<file path="src/rtl/alu_pkg.sv">
// Shared opCode encodings, flag bit positions and the packed FIFO entry layout
// used by alu_result_capture and its storage FIFO.
package alu_pkg;

    localparam logic [1:0] OP_NONE = 2'b00;
    localparam logic [1:0] OP_ADD  = 2'b01;
    localparam logic [1:0] OP_SUB  = 2'b10;

    localparam int unsigned FLAG_Z = 0;
    localparam int unsigned FLAG_N = 1;
    localparam int unsigned FLAG_C = 2;
    localparam int unsigned FLAG_V = 3;

    localparam int unsigned ALU_DEFAULT_W = 4;

    typedef struct packed {
        logic [1:0] op;
        logic [3:0] flags;
    } alu_tag_t;

    // Reference layout at the default data width; the top rebuilds it at WIDTH.
    typedef struct packed {
        alu_tag_t                 tag;
        logic [ALU_DEFAULT_W-1:0] result;
    } alu_entry_t;

    function automatic logic [3:0] alu_flags(input logic v, input logic c,
                                             input logic n, input logic z);
        logic [3:0] f;
        f         = '0;
        f[FLAG_V] = v;
        f[FLAG_C] = c;
        f[FLAG_N] = n;
        f[FLAG_Z] = z;
        return f;
    endfunction

endpackage

</file>
<file path="src/rtl/alu_result_capture_sync_fifo.sv">
// Show-ahead synchronous FIFO with registered empty/full and a registered write
// ready that stays low until the first clock after reset.
module sync_fifo #(
    parameter int unsigned W     = 10,
    parameter int unsigned DEPTH = 4
) (
    input  logic                       clk,
    input  logic                       reset,
    input  logic                       wr_valid,
    output logic                       wr_ready,
    input  logic [W-1:0]               wr_data,
    output logic                       rd_valid,
    input  logic                       rd_ready,
    output logic [W-1:0]               rd_data,
    output logic [$clog2(DEPTH):0]     count
);

    localparam int unsigned AW = $clog2(DEPTH);
    localparam int unsigned CW = AW + 1;

    logic [W-1:0]  mem_q [DEPTH];
    logic [W-1:0]  mem_d [DEPTH];
    logic [AW-1:0] wr_ptr_q, wr_ptr_d;
    logic [AW-1:0] rd_ptr_q, rd_ptr_d;
    logic [CW-1:0] count_q, count_d;
    logic          empty_q, empty_d;
    logic          full_q, full_d;
    logic          ready_q, ready_d;
    logic          push, pop;

    // ready_q mirrors !full_q but is held low through reset.
    assign push     = wr_valid && ready_q && !full_q;
    assign pop      = !empty_q && rd_ready;
    assign wr_ready = ready_q;
    assign rd_valid = !empty_q;
    assign rd_data  = empty_q ? '0 : mem_q[rd_ptr_q];
    assign count    = count_q;

    always_comb begin
        mem_d    = mem_q;
        wr_ptr_d = wr_ptr_q;
        rd_ptr_d = rd_ptr_q;
        if (push) begin
            mem_d[wr_ptr_q] = wr_data;
            wr_ptr_d        = wr_ptr_q + AW'(1);
        end
        if (pop) begin
            rd_ptr_d = rd_ptr_q + AW'(1);
        end
        count_d = count_q + CW'(push) - CW'(pop);
        empty_d = (count_d == '0);
        full_d  = (count_d == CW'(DEPTH));
        ready_d = !full_d;
    end

    always_ff @(posedge clk) begin
        mem_q <= mem_d;
        if (reset) begin
            wr_ptr_q <= '0;
            rd_ptr_q <= '0;
            count_q  <= '0;
            empty_q  <= 1'b1;
            full_q   <= 1'b0;
            ready_q  <= 1'b0;
        end else begin
            wr_ptr_q <= wr_ptr_d;
            rd_ptr_q <= rd_ptr_d;
            count_q  <= count_d;
            empty_q  <= empty_d;
            full_q   <= full_d;
            ready_q  <= ready_d;
        end
    end

endmodule

</file>
<file path="src/rtl/alu_result_capture.sv">
// Captures add/sub ALU results into a show-ahead FIFO with flags, sticky overflow
// and saturating op/drop statistics (statistics built only with ALU_CAPTURE_STATS_EN).
module alu_result_capture
    import alu_pkg::*;
#(
    parameter int unsigned WIDTH = 4,
    parameter int unsigned DEPTH = 4,
    parameter int unsigned CNT_W = 8
) (
    input  logic                    clk,
    input  logic                    reset,
    input  logic                    in_valid,
    output logic                    in_ready,
    input  logic [1:0]              opCode,
    input  logic [WIDTH-1:0]        add_Y,
    input  logic [WIDTH-1:0]        sub_Y,
    input  logic                    CarryOUT,
    input  logic                    overflow,
    output logic                    out_valid,
    input  logic                    out_ready,
    output logic [WIDTH-1:0]        out_result,
    output logic [3:0]              out_flags,
    output logic [1:0]              out_op,
    output logic [$clog2(DEPTH):0]  fifo_count,
    output logic                    sticky_overflow,
    input  logic                    clear_sticky,
    output logic [CNT_W-1:0]        op_count,
    output logic [CNT_W-1:0]        drop_count
);

    typedef struct packed {
        alu_tag_t         tag;
        logic [WIDTH-1:0] result;
    } entry_t;

    entry_t           wr_entry, rd_entry;
    logic [WIDTH-1:0] result;
    logic             accept, op_ok, push, drop;
    logic             sticky_q, sticky_d;

    assign accept = in_valid && in_ready;
    assign op_ok  = (opCode == OP_ADD) || (opCode == OP_SUB);
    assign push   = accept && op_ok;
    assign drop   = accept && !op_ok;
    assign result = (opCode == OP_SUB) ? sub_Y : add_Y;

    always_comb begin
        wr_entry           = '0;
        wr_entry.tag.op    = opCode;
        wr_entry.tag.flags = alu_flags(overflow, CarryOUT, result[WIDTH-1], result == '0);
        wr_entry.result    = result;
    end

    sync_fifo #(
        .W     ($bits(entry_t)),
        .DEPTH (DEPTH)
    ) u_fifo (
        .clk      (clk),
        .reset    (reset),
        .wr_valid (push),
        .wr_ready (in_ready),
        .wr_data  (wr_entry),
        .rd_valid (out_valid),
        .rd_ready (out_ready),
        .rd_data  (rd_entry),
        .count    (fifo_count)
    );

    assign out_result = rd_entry.result;
    assign out_flags  = rd_entry.tag.flags;
    assign out_op     = rd_entry.tag.op;

    // Set is applied after clear so a same-cycle overflow beat wins.
    always_comb begin
        sticky_d = sticky_q;
        if (clear_sticky) sticky_d = 1'b0;
        if (push && overflow) sticky_d = 1'b1;
    end

    always_ff @(posedge clk) begin
        if (reset) sticky_q <= 1'b0;
        else       sticky_q <= sticky_d;
    end

    assign sticky_overflow = sticky_q;

`ifdef ALU_CAPTURE_STATS_EN
    logic [CNT_W-1:0] op_count_q, op_count_d;
    logic [CNT_W-1:0] drop_count_q, drop_count_d;

    always_comb begin
        op_count_d   = op_count_q;
        drop_count_d = drop_count_q;
        if (push && (op_count_q != '1))   op_count_d   = op_count_q + CNT_W'(1);
        if (drop && (drop_count_q != '1)) drop_count_d = drop_count_q + CNT_W'(1);
    end

    always_ff @(posedge clk) begin
        if (reset) begin
            op_count_q   <= '0;
            drop_count_q <= '0;
        end else begin
            op_count_q   <= op_count_d;
            drop_count_q <= drop_count_d;
        end
    end

    assign op_count   = op_count_q;
    assign drop_count = drop_count_q;
`else
    assign op_count   = '0;
    assign drop_count = '0;
`endif

endmodule

</file>
<file path="config.mk">
export PLATFORM = sky130hd
export DESIGN_NAME = alu_result_capture
export DESIGN_NICKNAME = d
export VERILOG_FILES = /design/src/rtl/alu_pkg.sv /design/src/rtl/alu_result_capture_sync_fifo.sv /design/src/rtl/alu_result_capture.sv
export SDC_FILE = /design/constraint.sdc
export NUM_CORES = 1
export LEC_CHECK = 0
export ABC_AREA = 1
export ABC_CLOCK_PERIOD_IN_PS = 6400
export CAP_MARGIN = 20
export CORE_MARGIN = 10
export CORE_UTILIZATION = 30
export CTS_BUF_LIST = sky130_fd_sc_hd__clkbuf_2 sky130_fd_sc_hd__clkbuf_4 sky130_fd_sc_hd__clkbuf_8
export DETAILED_ROUTE_END_ITERATION = 10
export SYNTH_ARGS = -nofsm -noshare
export SYNTH_HDL_FRONTEND = slang
export SYNTH_HIERARCHICAL = 1
export SYNTH_SLANG_ARGS = --single-unit
</file>
<file path="constraint.sdc">
create_clock -name clk -period 6.4 [get_ports clk]
set_input_delay 1.92 -clock clk [delete_from_list [all_inputs] [get_ports clk]]
set_output_delay 1.92 -clock clk [all_outputs]
set_load 0.005 [all_outputs]
</file>
# After elaboration in Yosys (flattened, before gate mapping)
# Index checks and enable logic that the tools add are counted.
dict set report classes {
  n_addsub 4
  reduce_logical 14
  n_lt_le_gt_ge 3
  n_bitwise 2
  muxes 10
  n_eq_ne 3
}
# operator n
set ops {}
lappend ops {{$bwmux 40} 1}
lappend ops {{$mux 10} 4}
lappend ops {{$bmux 10 s2} 1}
lappend ops {{$demux 10 s2} 1}
lappend ops {{$logic_and 1x1->1} 7}
lappend ops {{$ge 3x3->1 const B} 2}
lappend ops {{$not 2->3} 2}
lappend ops {{$add 2x1->2 const B} 2}
lappend ops {{$logic_not 4->1} 1}
lappend ops {{$mux 4} 1}
lappend ops {{$add 3x1->3} 1}
lappend ops {{$eq 3x3->1 const B} 1}
lappend ops {{$logic_not 1->1} 3}
lappend ops {{$logic_not 3->1} 1}
lappend ops {{$lt 3x1->1 const B} 1}
lappend ops {{$sub 3x1->3} 1}
lappend ops {{$eq 2x1->1 const B} 1}
lappend ops {{$eq 2x2->1 const B} 1}
lappend ops {{$mux 1} 2}
lappend ops {{$reduce_bool 2->1} 1}
lappend ops {{$logic_or 1x1->1} 1}
dict set report totals {
  regBits 51
  out_inout_bits 32
  elab_cells 47
  in_bits 17
}

# Depth between registers and ports, before layout
# Gate-level depths: netlist of the first run.
dict set report logic_depth {
  ltp_word 9
  ltp_mapped 12
  depth_no_buf 12
}

# Cells and area by module
# The synthesis of the first run kept the hierarchy.
# mod area_per_inst_um2 cells_each seq_area_each_um2 n_inst
set modules_own_cells {}
lappend modules_own_cells {sync_fifo 2401.1 222 1401.3 1}
lappend modules_own_cells {alu_result_capture 289.0 53 20.0 1}

# Least setup slack after synthesis of the first run
# OpenSTA, ideal clock, no wires.
dict set report synth_path {
  kind {input to register}
  startpoint {in opCode[0]}
  endpoint {reg u_fifo.full_q}
  path_stages 12
  arrival_time_ns 3.519
  slack_ns 2.817
  required_ns 6.336
  n_path_buf 0
  setup_time_ns 0.064
  cell_sequence {inv_1 -> ha_1 -> nor2_1 -> nand2_1 -> nor2_1 -> ha_1 -> inv_1 -> fa_1 -> inv_1 -> nor2_1 -> nand3_1 -> nor2_1}
}
dict set report synth_via {
  elab_chain_cells 8
  elab_cells_between_ends 9
  cone_classes {2 x add/sub; 3 x eq/ne; 4 x reduce/logical}
}
# element line_no
set synth_rtl {}
lappend synth_rtl {{start: declaration} alu_result_capture.sv:14} ;# input logic [1:0] opCode,
lappend synth_rtl {{$eq 2x1->1 / $eq 2x2->1 (equally long branches)} alu_result_capture.sv:42} ;# assign op_ok = (opCode == OP_ADD) || (opCode == OP_SUB);
lappend synth_rtl {{$logic_or 1x1->1 (*)} alu_result_capture.sv:42}
lappend synth_rtl {{$logic_and 1x1->1 (*)} alu_result_capture.sv:43} ;# assign push = accept && op_ok;
lappend synth_rtl {{via push} alu_result_capture.sv:38} ;# logic accept, op_ok, push, drop;
lappend synth_rtl {{$logic_and 1x1->1 (*) (2 in series)} alu_result_capture_sync_fifo.sv:32} ;# assign push = wr_valid && ready_q && !full_q;
lappend synth_rtl {{via u_fifo.push} alu_result_capture_sync_fifo.sv:29} ;# logic push, pop;
lappend synth_rtl {{$add 3x1->3 (*)} alu_result_capture_sync_fifo.sv:50} ;# count_d = count_q + CW'(push) - CW'(pop);
lappend synth_rtl {{$sub 3x1->3 (*)} alu_result_capture_sync_fifo.sv:50}
lappend synth_rtl {{$eq 3x3->1 (*)} alu_result_capture_sync_fifo.sv:52} ;# full_d = (count_d == CW'(DEPTH));
lappend synth_rtl {{end signal: assignment} alu_result_capture_sync_fifo.sv:70} ;# full_q <= full_d;
lappend synth_rtl {{end: declaration} alu_result_capture_sync_fifo.sv:27} ;# logic full_q, full_d;
# Mark *: on every way through the listed nets, which the timed path passes. The rest lies on a longest branch.
# A chain may end at the register's enable or synchronous reset.

# Worst setup path after layout of the first run
dict set report layout_path {
  startpoint {reg u_fifo.rd_ptr_q[0]}
  endpoint {out out_op[0]}
}
dict set report layout_via {
  elab_chain_cells 5
}
# element line_no
set layout_rtl {}
lappend layout_rtl {{start: declaration} alu_result_capture_sync_fifo.sv:24} ;# logic [AW-1:0] rd_ptr_q, rd_ptr_d;
lappend layout_rtl {{start signal: assignment} alu_result_capture_sync_fifo.sv:67} ;# rd_ptr_q <= rd_ptr_d;
lappend layout_rtl {{$not 2->3 (implied by the code)} alu_result_capture_sync_fifo.sv:36} ;# assign rd_data = empty_q ? '0 : mem_q[rd_ptr_q];
lappend layout_rtl {{$bmux 10 s2} alu_result_capture_sync_fifo.sv:36}
lappend layout_rtl {{$mux 10 (implied by the code) (2 in series)} alu_result_capture_sync_fifo.sv:36}
lappend layout_rtl {{$mux 10} alu_result_capture_sync_fifo.sv:36}
lappend layout_rtl {{end: declaration} alu_result_capture.sv:23} ;# output logic [1:0] out_op,
# No other way between the ends. The select of a mux whose other input is x is not followed.

==> metrics.cfg, run 1 <==
[critical_path]
rr_endpoint = u_fifo/full_q$_SDFF_PP0_
r2r-start = u_fifo/empty_q$_SDFF_PP1_
cp_data_arrival_time_ps = 2460
endpoint_kind = output pin
r2r_slack_ps = 4000
path_class = reg -> out
startpoint = u_fifo/rd_ptr_q[0]$_SDFFE_PP0P_
reg2reg_depth = 10
crit_path_start_kind = register
cp.required_ps = 4480
path_max_fanout = 25

[sta]
final.period_utilization = 0.685
fmaxAchievable_ghz = 0.228
finalHoldViolations = 0
slew_headroom = 0.288
setup_viol = 0
rsz0062_at_grt = no
min_period_ps = 4380
fin_tns_setup_ps = 0
fin_skew_ps = 5.45
finalMaxSlewViolations = 0
worst_slew_pin_slew_ps = 1060

[synthesis]
syn_inst = 275
synth_top_area_share = 0.447
seq_area_frac_synth = 0.528
syn_avg_cell_area_sq_um = 9.78
syn_area_sq_mm = 0.00269
synth_compound_area_frac = 0.0474
yosys.area_share.simple = 0.214
ys_warn_count = 6
synth_top_area_cell = edfxtp_1
ys_types = 26
synth_area_leaders = edfxtp_1, nand2_1, dfxtp_1
synth_top_family_by_area = simple AND/OR/NAND/NOR gates
synth_fa_ha_area_frac = 0.0400
synth_xor_area_frac = 0
synth_mux_area_frac = 0
ys_seq_elements = 51

[die]
std_cell_rows = 34
coreArea_sq_mm = 0.00872
initial_core_util = 0.308
ioPinCount = 49
fp.dieH_um = 115
fp.dieW_um = 115
die_area_sq_mm = 0.0132

[cts]
cts.reportedPaths.clkPinSlew_ps = 90
htree_levels = 2
cts-root-buf = clkbuf_8
cts-buffers-inserted = 5
postCtsSetupRepairBufs = 0
insertion_delay_ps = 300
ctsHoldBuffers = 0
clockBufferDepth = 2
postCtsResizedCells = 0
cts_tree = done
clkSinkCount = 51

[detailed_routing]
drtPass1Iterations = 4
first_iter_violations = 79
route.vias.total = 1678
ant_nets = 0
route.detailed.wl_per_inst_um = 12.1
wl_mm = 5.00
drc = 0
via_per_inst = 4.05

[hold_path]
min_from = sticky_overflow$_SDFFE_PP0P_
worstHoldEndpoint = sticky_overflow$_SDFFE_PP0P_
hold_depth = 2
hp-class = reg -> reg

[final_layout]
drive_gt1_frac = 0.167
multi_input_area_sq_um = 871
final_nets = 330
final_area_sq_mm = 0.00304
regArea_sq_mm = 0.00142
fillers = 882
antenna_cells = 0
areaGrowthSynthToFinish_pct = 13.2
final_core_util = 0.349

[global_route]
grt_pass1_wl_mm = 8.28
grt_max_degree = 26
antenna_found_initial = 0
grt_use_total = 0.0775
grt_pass1_vias = 1670
grt-ovfl-total = 0

[run_status]
status = completed

[power_and_ir_drop]
vdd_drop_max_uv = 147
p_per_area_mw_per_mm2 = 287
p_leak_nw = 1.31

[placement]
placed_area_sq_mm = 0.00296
gp_congestion = 0.733
hpwl_mm = 3.61
portBuffers = 32

[job]
cap_violations = 0

metal layers:
| metal | vias up | global-route usage | routed length [um] |
|---|---|---|---|
| li1 | 875 | - | - |
| met1 | 751 | 0.0925 | 2190 |
| met2 | 47 | 0.129 | 2460 |
| met3 | 5 | 0.0220 | 288 |
| met4 | 0 | 0.0281 | 62 |
| met5 | - | 0 | 0 |
critical path, cell delays in order, from the launching register on:
cell and delay [ps]:
dfxtp_1 990, inv_6 250, nand2_2 130, nand3_2 70, a21oi_2 180, clkdlybuf4s50_1 530
metrics by stage:
step | std cells | total power [mW] | hold WS, ps | worst slack (ps)
2_1_floorplan | 290 | 0.616 | 454 | 2820
3_3_place_gp | 406 | 0.705 | 458 | 2040
3_5_place_dp | 406 | 0.708 | 459 | 1990
4_1_cts | 414 | 0.889 | 481 | 1990
5_1_grt | 414 | 0.941 | 512 | 1860
6_report | 414 | 0.874 | 475 | 2020
kinds of logic (layout without fill, tap and decap cells):
| group | after synthesis | after routing |
|---|---|---|
| flip-flops | 51 | 51 |
| other | 1 | 16 |
| buffers and inverters | 78 | 94 |
| adder cells (fa/ha/maj) | 8 | 8 |
| AO/OA/AOI/OAI | 18 | 18 |
| AND/OR/NAND/NOR | 119 | 119 |
worst max-delay path by stage:
| stage | end | slack (ps) | depth (start not counted) |
|---|---|---|---|
| global route | out_op[0] | 1860 | 5 |
| finish | out_op[0] | 2020 | 5 |
| floorplan | u_fifo/full_q$_SDFF_PP0_ | 2820 | 12 |
| global placement | u_fifo/mem_q[32]$_DFFE_PP_ | 2040 | 6 |
| detailed placement | u_fifo/mem_q[32]$_DFFE_PP_ | 1990 | 6 |
| CTS | out_op[0] | 1990 | 5 |
placed cells by master, fill, tap and decap left out:
master	netlist	routed
nand3_1	6	6
ha_1	7	7
fa_1	1	1
clkbuf_8	0	5
dfxtp_1	11	11
clkdlybuf4s50_1	0	32
clkinv_2	0	1
clkinvlp_4	0	1
nand2_1	64	64
o21ai_1	2	2
inv_6	1	1
inv_2	1	1
inv_1	52	52
conb_1	1	16
clkbuf_4	0	1
nand2_2	20	20
o21ai_0	2	2
nand3_2	10	10
edfxtp_1	40	40
nor2_2	1	1
nand3b_1	1	1
a21oi_1	4	4
a21oi_2	10	10
nor2_1	16	16
nand4_1	1	1
cell usage after synthesis:
master,n
nand3_1,6
o21ai_1,2
inv_2,1
inv_6,1
nand3b_1,1
nand2_1,64
inv_1,52
buf_4,17
nand4_1,1
o21ai_0,2
buf_2,1
bufbuf_8,1
ha_1,7
buf_6,2
nor2_2,1
bufbuf_16,1
nand3_2,10
conb_1,1
nor2_1,16
dfxtp_1,11
edfxtp_1,40
a21oi_1,4
a21oi_2,10
nand2_2,20
fa_1,1
buf_12,2
state kept, by name (all words and copies together), names as in the netlist:
signal,cells
u_fifo/full_q,1
u_fifo/empty_q,1
u_fifo/mem_q,40
u_fifo/wr_ready,1
sticky_overflow,1
u_fifo/wr_ptr_q,2
u_fifo/rd_ptr_q,2
u_fifo/count,3
power breakdown:
| part | total, mW | internal [mW] | switching, mW |
|---|---|---|---|
| Combinational | 0.262 | 0.129 | 0.133 |
| Sequential | 0.432 | 0.386 | 0.0458 |
| Clock | 0.180 | 0.0807 | 0.0996 |
layout make-up:
cell class / instances / share of cell area
clock inverter: 2 / 0.00411
clock buffer: 6 / 0.0251
timing repair buffer: 32 / 0.105
tap: 108 / 0.0444
multi-input combinational: 161 / 0.286
inverter: 54 / 0.0682
sequential: 51 / 0.467
Note: power is estimated with default switching activity, not from simulation.
==> run 2, diff against run 1 <==
ABC_CLOCK_PERIOD_IN_PS = 4190   (was 6400)
clock period = 4.19 ns   (was 6.4 ns; I/O delays follow)
==> run 2 against run 1 <==
Combinational power rose by 59%. Non-clock buffer count increased by 7. First-iteration DRC count down 20%. Critical path depth rose by 8. Cell count grew 1.7%. Flip-flop and latch count did not move. Wire length fell by 1.6%. Via count shrank 0.48%. Clock skew is 4.5 ps higher. Power rose by 53%. Sequential power is 50% higher. Largest power group unchanged.
==> metrics.cfg, run 2 (synthesized netlist as in run 1, its figures left out) <==
[sta]
fmaxAchievable_ghz = 0.297
slew_headroom = 0.509  ; +0.221
fin_ws_ps = 825  ; -1190 ps
finalHoldViolations = 0  ; unchanged
min_period_ps = 3370
fin_skew_ps = 9.90  ; +4.45 ps
finalMaxSlewViolations = 0  ; unchanged
fin_tns_setup_ps = 0  ; unchanged
rsz0062_at_grt = no
final.period_utilization = 0.803
worst_slew_pin_slew_ps = 735  ; -328 ps
setup_viol = 0  ; unchanged

[run_status]
status = completed

[final_layout]
fin_cells = 421  ; +1.7%
regArea_sq_mm = 0.00142  ; unchanged
drive_gt1_frac = 0.182  ; +0.0154
largest_reg_flops = 40  ; unchanged
final_cell_mix = nand2_1, inv_1, edfxtp_1
top_register = u_fifo/mem_q
final_common_cell = nand2_1
final_nets = 337  ; +2.1%
fillers = 916  ; +3.9%
antenna_cells = 0  ; unchanged
final_core_util = 0.355  ; +0.00603
multi_input_area_sq_um = 871  ; unchanged
areaGrowthSynthToFinish_pct = 15.1

[power_and_ir_drop]
p_leak_nw = 1.35  ; +3.0%
p_per_area_mw_per_mm2 = 432  ; +50%
vdd_drop_max_uv = 237  ; +60%
finalPower_mw = 1.34  ; +53%

[die]
fp.dieW_um = 115  ; unchanged
initial_core_util = 0.308  ; unchanged
coreArea_sq_mm = 0.00872  ; unchanged
die_area_sq_mm = 0.0132  ; unchanged
fp.dieH_um = 115  ; unchanged
ioPinCount = 49  ; unchanged
std_cell_rows = 34  ; unchanged

[global_route]
grt-ovfl-total = 0  ; unchanged
grt_use_total = 0.0775  ; about the same
grt_pass1_wl_mm = 8.21  ; -0.83%
antenna_found_initial = 0  ; unchanged
grt_pass1_vias = 1735  ; +3.9%
grt_max_degree = 21  ; -19%

[critical_path]
endpoint_kind = register
cp.required_ps = 4430  ; -50 ps
path_max_fanout = 5  ; -80%
cp_data_arrival_time_ps = 3610  ; +1150 ps
r2r_slack_ps = 1800  ; -2200 ps
path_class = in -> reg
crit_path_start_kind = input port

[detailed_routing]
wl_mm = 4.92  ; -1.6%
drtPass1Iterations = 4  ; unchanged
route.vias.total = 1670  ; -0.48%
route.detailed.wl_per_inst_um = 11.7  ; -3.2%
via_per_inst = 3.97  ; -2.1%
drc = 0  ; unchanged
ant_nets = 0  ; unchanged
first_iter_violations = 63  ; -20%

[cts]
clockBufferDepth = 2  ; unchanged
cts-buffers-inserted = 5  ; unchanged
ctsHoldBuffers = 0  ; unchanged
cts-root-buf = clkbuf_8
cts_tree = done
postCtsSetupRepairBufs = 0  ; unchanged
postCtsResizedCells = 0  ; unchanged
htree_levels = 2  ; unchanged
clkSinkCount = 51  ; unchanged
insertion_delay_ps = 300  ; about the same
cts.reportedPaths.clkPinSlew_ps = 90  ; about the same

[placement]
hpwl_mm = 3.71  ; +2.7%
portBuffers = 32  ; unchanged
preCtsSetupSlack_ps = 508  ; -1490 ps
dp.cells = 413  ; +1.7%
gp_congestion = 0.721  ; -1.6%

[job]
cap_violations = 0  ; unchanged

[hold_path]
hp-class = reg -> reg

run 2: cell count changes in the layout (fill, tap and decap cells not counted), sizes merged:
cell,delta
clkinv,+1
clkinvlp,-1
buf,+7
run 2: metrics by stage:
stage / area, sq um / hold WS, ps
4_1_cts: 3100 / 480
3_5_place_dp: 3010 / 464
6_report: 3100 / 475
3_3_place_gp: 3010 / 458
2_1_floorplan: 2750 / 454
5_1_grt: 3100 / 535
run 2: area by class of cell:
class / instances / share of cell area
flip-flops and latches: 51 / 0.459
multi-input cells: 161 / 0.281
repair buffers: 39 / 0.120
inverters: 54 / 0.0671
well taps: 108 / 0.0436
clock buffers: 6 / 0.0246
clock inverters: 2 / 0.00404
run 2: worst paths after layout:
check                          startpoint  depth (start not counted)                           end
max                             opCode[0]                         13      u_fifo/full_q$_SDFF_PP0_
min          sticky_overflow$_SDFFE_PP0P_                          2  sticky_overflow$_SDFFE_PP0P_
max reg2reg     u_fifo/empty_q$_SDFF_PP1_                         10      u_fifo/full_q$_SDFF_PP0_
min reg2reg  sticky_overflow$_SDFFE_PP0P_                          2  sticky_overflow$_SDFFE_PP0P_
run 2: worst max-delay path, stage by stage:
cell,delay [ps]
clkdlybuf4s50_1,540
inv_1,60
ha_1,320
nor2_1,150
nand2_1,70
nor2_1,170
ha_1,170
inv_1,40
fa_1,490
inv_1,40
nor2_1,120
nand3_1,90
nor2_1,80
run 2: layer usage:
layer  global-route usage  wire, um  up-vias
met5                    0         0        -
met4               0.0281        71        0
met3               0.0252       299        5
met2                0.133      2390       37
met1               0.0874      2170      740
li1                     -         -      888
run 2: power by group:
group          leakage [nW]  total, mW  switching [mW]  internal (mW)
Combinational         0.855      0.417           0.213          0.204
Sequential            0.452      0.648          0.0587          0.589
Clock                0.0462      0.272           0.149          0.123
Total                  1.35       1.34           0.421          0.916
==> run 3, diff against run 2 <==
ABC_CLOCK_PERIOD_IN_PS = 3450   (was 4190)
clock period = 3.45 ns   (was 4.19 ns; I/O delays follow)
==> run 3 against run 2 <==
Critical path depth unchanged. Sequential share of layout area down 0.093 points. Clock power up 36%. Wire length increased by 0.65%. Worst hold slack lost 0.75 ps. Design area grew 0.20%. Flip-flop and latch count unchanged. Non-clock buffer count down 1. Clock skew is 4.5 ps lower. First-iteration DRC count up 40%. Largest power group unchanged. Highest routed layer unchanged.
==> metrics.cfg, run 3 (synthesized netlist as in run 1, its figures left out) <==
[die]
coreArea_sq_mm = 0.00872  ; unchanged
std_cell_rows = 34  ; unchanged
fp.dieW_um = 115  ; unchanged
fp.dieH_um = 115  ; unchanged
die_area_sq_mm = 0.0132  ; unchanged
initial_core_util = 0.308  ; unchanged
ioPinCount = 49  ; unchanged

[global_route]
grt_max_degree = 21  ; unchanged
grt_pass1_wl_mm = 8.00  ; -2.5%
grt-ovfl-total = 0  ; unchanged
grt_use_total = 0.0768  ; -0.000702
grt_pass1_vias = 1534  ; -12%
antenna_found_initial = 0  ; unchanged

[cts]
insertion_delay_ps = 300  ; about the same
postCtsResizedCells = 0  ; unchanged
cts_tree = done
htree_levels = 2  ; unchanged
clkSinkCount = 51  ; unchanged
ctsHoldBuffers = 0  ; unchanged
clockBufferDepth = 2  ; unchanged
cts-buffers-inserted = 5  ; unchanged
cts.reportedPaths.clkPinSlew_ps = 90  ; about the same
postCtsSetupRepairBufs = 0  ; unchanged
cts-root-buf = clkbuf_8

[detailed_routing]
wl_mm = 4.95  ; +0.65%
drtPass1Iterations = 4  ; unchanged
route.detailed.wl_per_inst_um = 11.8  ; +0.89%
route.vias.total = 1668  ; -0.12%
ant_nets = 0  ; unchanged
via_per_inst = 3.97  ; +0.12%
drc = 0  ; unchanged
first_iter_violations = 88  ; +40%

[critical_path]
path_max_fanout = 5  ; unchanged
crit_path_start_kind = input port
critPathMostFrequentCell = nor2_1
path_class = in -> reg
critPathSlowestCell = clkdlybuf4s50_1
r2r_slack_ps = 1030  ; -770 ps
reg2reg_depth = 10  ; unchanged
rr_endpoint = u_fifo/full_q$_SDFF_PP0_
slowest_delay_ps = 530  ; about the same
endpoint_kind = register
path_cells = clkdlybuf4s50_1 > inv_1 > ha_1 > nor2_1 > nand2_1 > nor2_1 > ha_1 > inv_1 > fa_1 > inv_1 > nor2_1 > nand3_1 > nor2_1
r2r-start = u_fifo/empty_q$_SDFF_PP1_
cp.required_ps = 3690  ; -740 ps
cp_data_arrival_time_ps = 3420  ; -190 ps

[job]
cap_violations = 0  ; unchanged

[sta]
setup_viol = 0  ; unchanged
finalHoldViolations = 0  ; unchanged
fin_hold_ws_ps = 474  ; -0.754 ps
finalMaxSlewViolations = 0  ; unchanged
fin_ws_ps = 268  ; -557 ps
slew_headroom = 0.504  ; -0.00503
rsz0062_at_grt = no
min_period_ps = 3180
fmaxAchievable_ghz = 0.314
worst_slew_pin_slew_ps = 743  ; +7.53 ps
final.period_utilization = 0.922
fin_skew_ps = 5.40  ; -4.50 ps
fin_tns_setup_ps = 0  ; unchanged

[final_layout]
final_nets = 336  ; -0.30%
final_cell_mix = nand2_1, inv_1, edfxtp_1
areaGrowthSynthToFinish_pct = 15.3
largest_reg_flops = 40  ; unchanged
final_core_util = 0.356  ; +0.000718
top_register = u_fifo/mem_q
final_common_cell = nand2_1
antenna_cells = 0  ; unchanged
fillers = 891  ; -2.7%
drive_gt1_frac = 0.183  ; +0.000584

[hold_path]
hold_depth = 2  ; unchanged
hp-class = reg -> reg
worstHoldEndpoint = sticky_overflow$_SDFFE_PP0P_
min_from = sticky_overflow$_SDFFE_PP0P_

[placement]
preCtsSetupSlack_ps = -18.9  ; -527 ps
hpwl_mm = 3.60  ; -3.1%
gp_congestion = 0.706  ; -2.1%
portBuffers = 32  ; unchanged

[power_and_ir_drop]
p_per_area_mw_per_mm2 = 538  ; +24%
vdd_drop_max_uv = 224  ; -5.1%
p_leak_nw = 1.36  ; +0.23%

[run_status]
status = completed

[run 3: per-layer routing]
layer  vias to the layer above  global-route usage  part of all wire
met5                         -                   0                 0
met4                         0              0.0297             0.014
met3                         6              0.0189             0.062
met2                        49               0.119              0.45
met1                       725               0.100              0.47
li1                        888                   -                 -
[run 3: how the worst max path moves through the flow]
stage	startpoint	endpoint	slack, ps	cells after the start
after floorplan	opCode[0]	u_fifo/full_q$_SDFF_PP0_	750	12
after global placement	opCode[0]	u_fifo/full_q$_SDFF_PP0_	60	13
after detailed placement	opCode[0]	u_fifo/full_q$_SDFF_PP0_	-20	13
after CTS	u_fifo/rd_ptr_q[0]$_SDFFE_PP0P_	out_op[1]	270	6
after global routing	opCode[0]	u_fifo/empty_q$_SDFF_PP1_	90	13
final	opCode[0]	u_fifo/full_q$_SDFF_PP0_	270	13
[run 3: stage by stage]
step | std cells | area (sq um) | power (mW)
final | 420 | 3100 | 1.67
after global routing | 420 | 3100 | 1.79
after CTS | 420 | 3100 | 1.69
after detailed placement | 412 | 3000 | 1.32
after global placement | 412 | 3000 | 1.32
after floorplan | 290 | 2750 | 1.14
[run 3: power breakdown]
group / switching (mW) / internal [mW] / total (mW)
sequential: 0.0749 / 0.715 / 0.790
combinational: 0.259 / 0.247 / 0.506
clock: 0.188 / 0.183 / 0.371
[run 3: critical path, delay by kind of cell]
kind | cells | cell delay, ps
simple gates | 6 | 720
fa+ha+maj | 3 | 970
buf+inv | 4 | 690
[run 3: cell type report]
type,count,area (sq um),area share
sequential,51,1420,0.458
clock inverter,1,6.26,0.00202
tap,108,135,0.0435
inverter,54,208,0.0669
timing repair buffer,38,365,0.118
multi-input combinational,161,871,0.281
clock buffer,7,96.3,0.0310
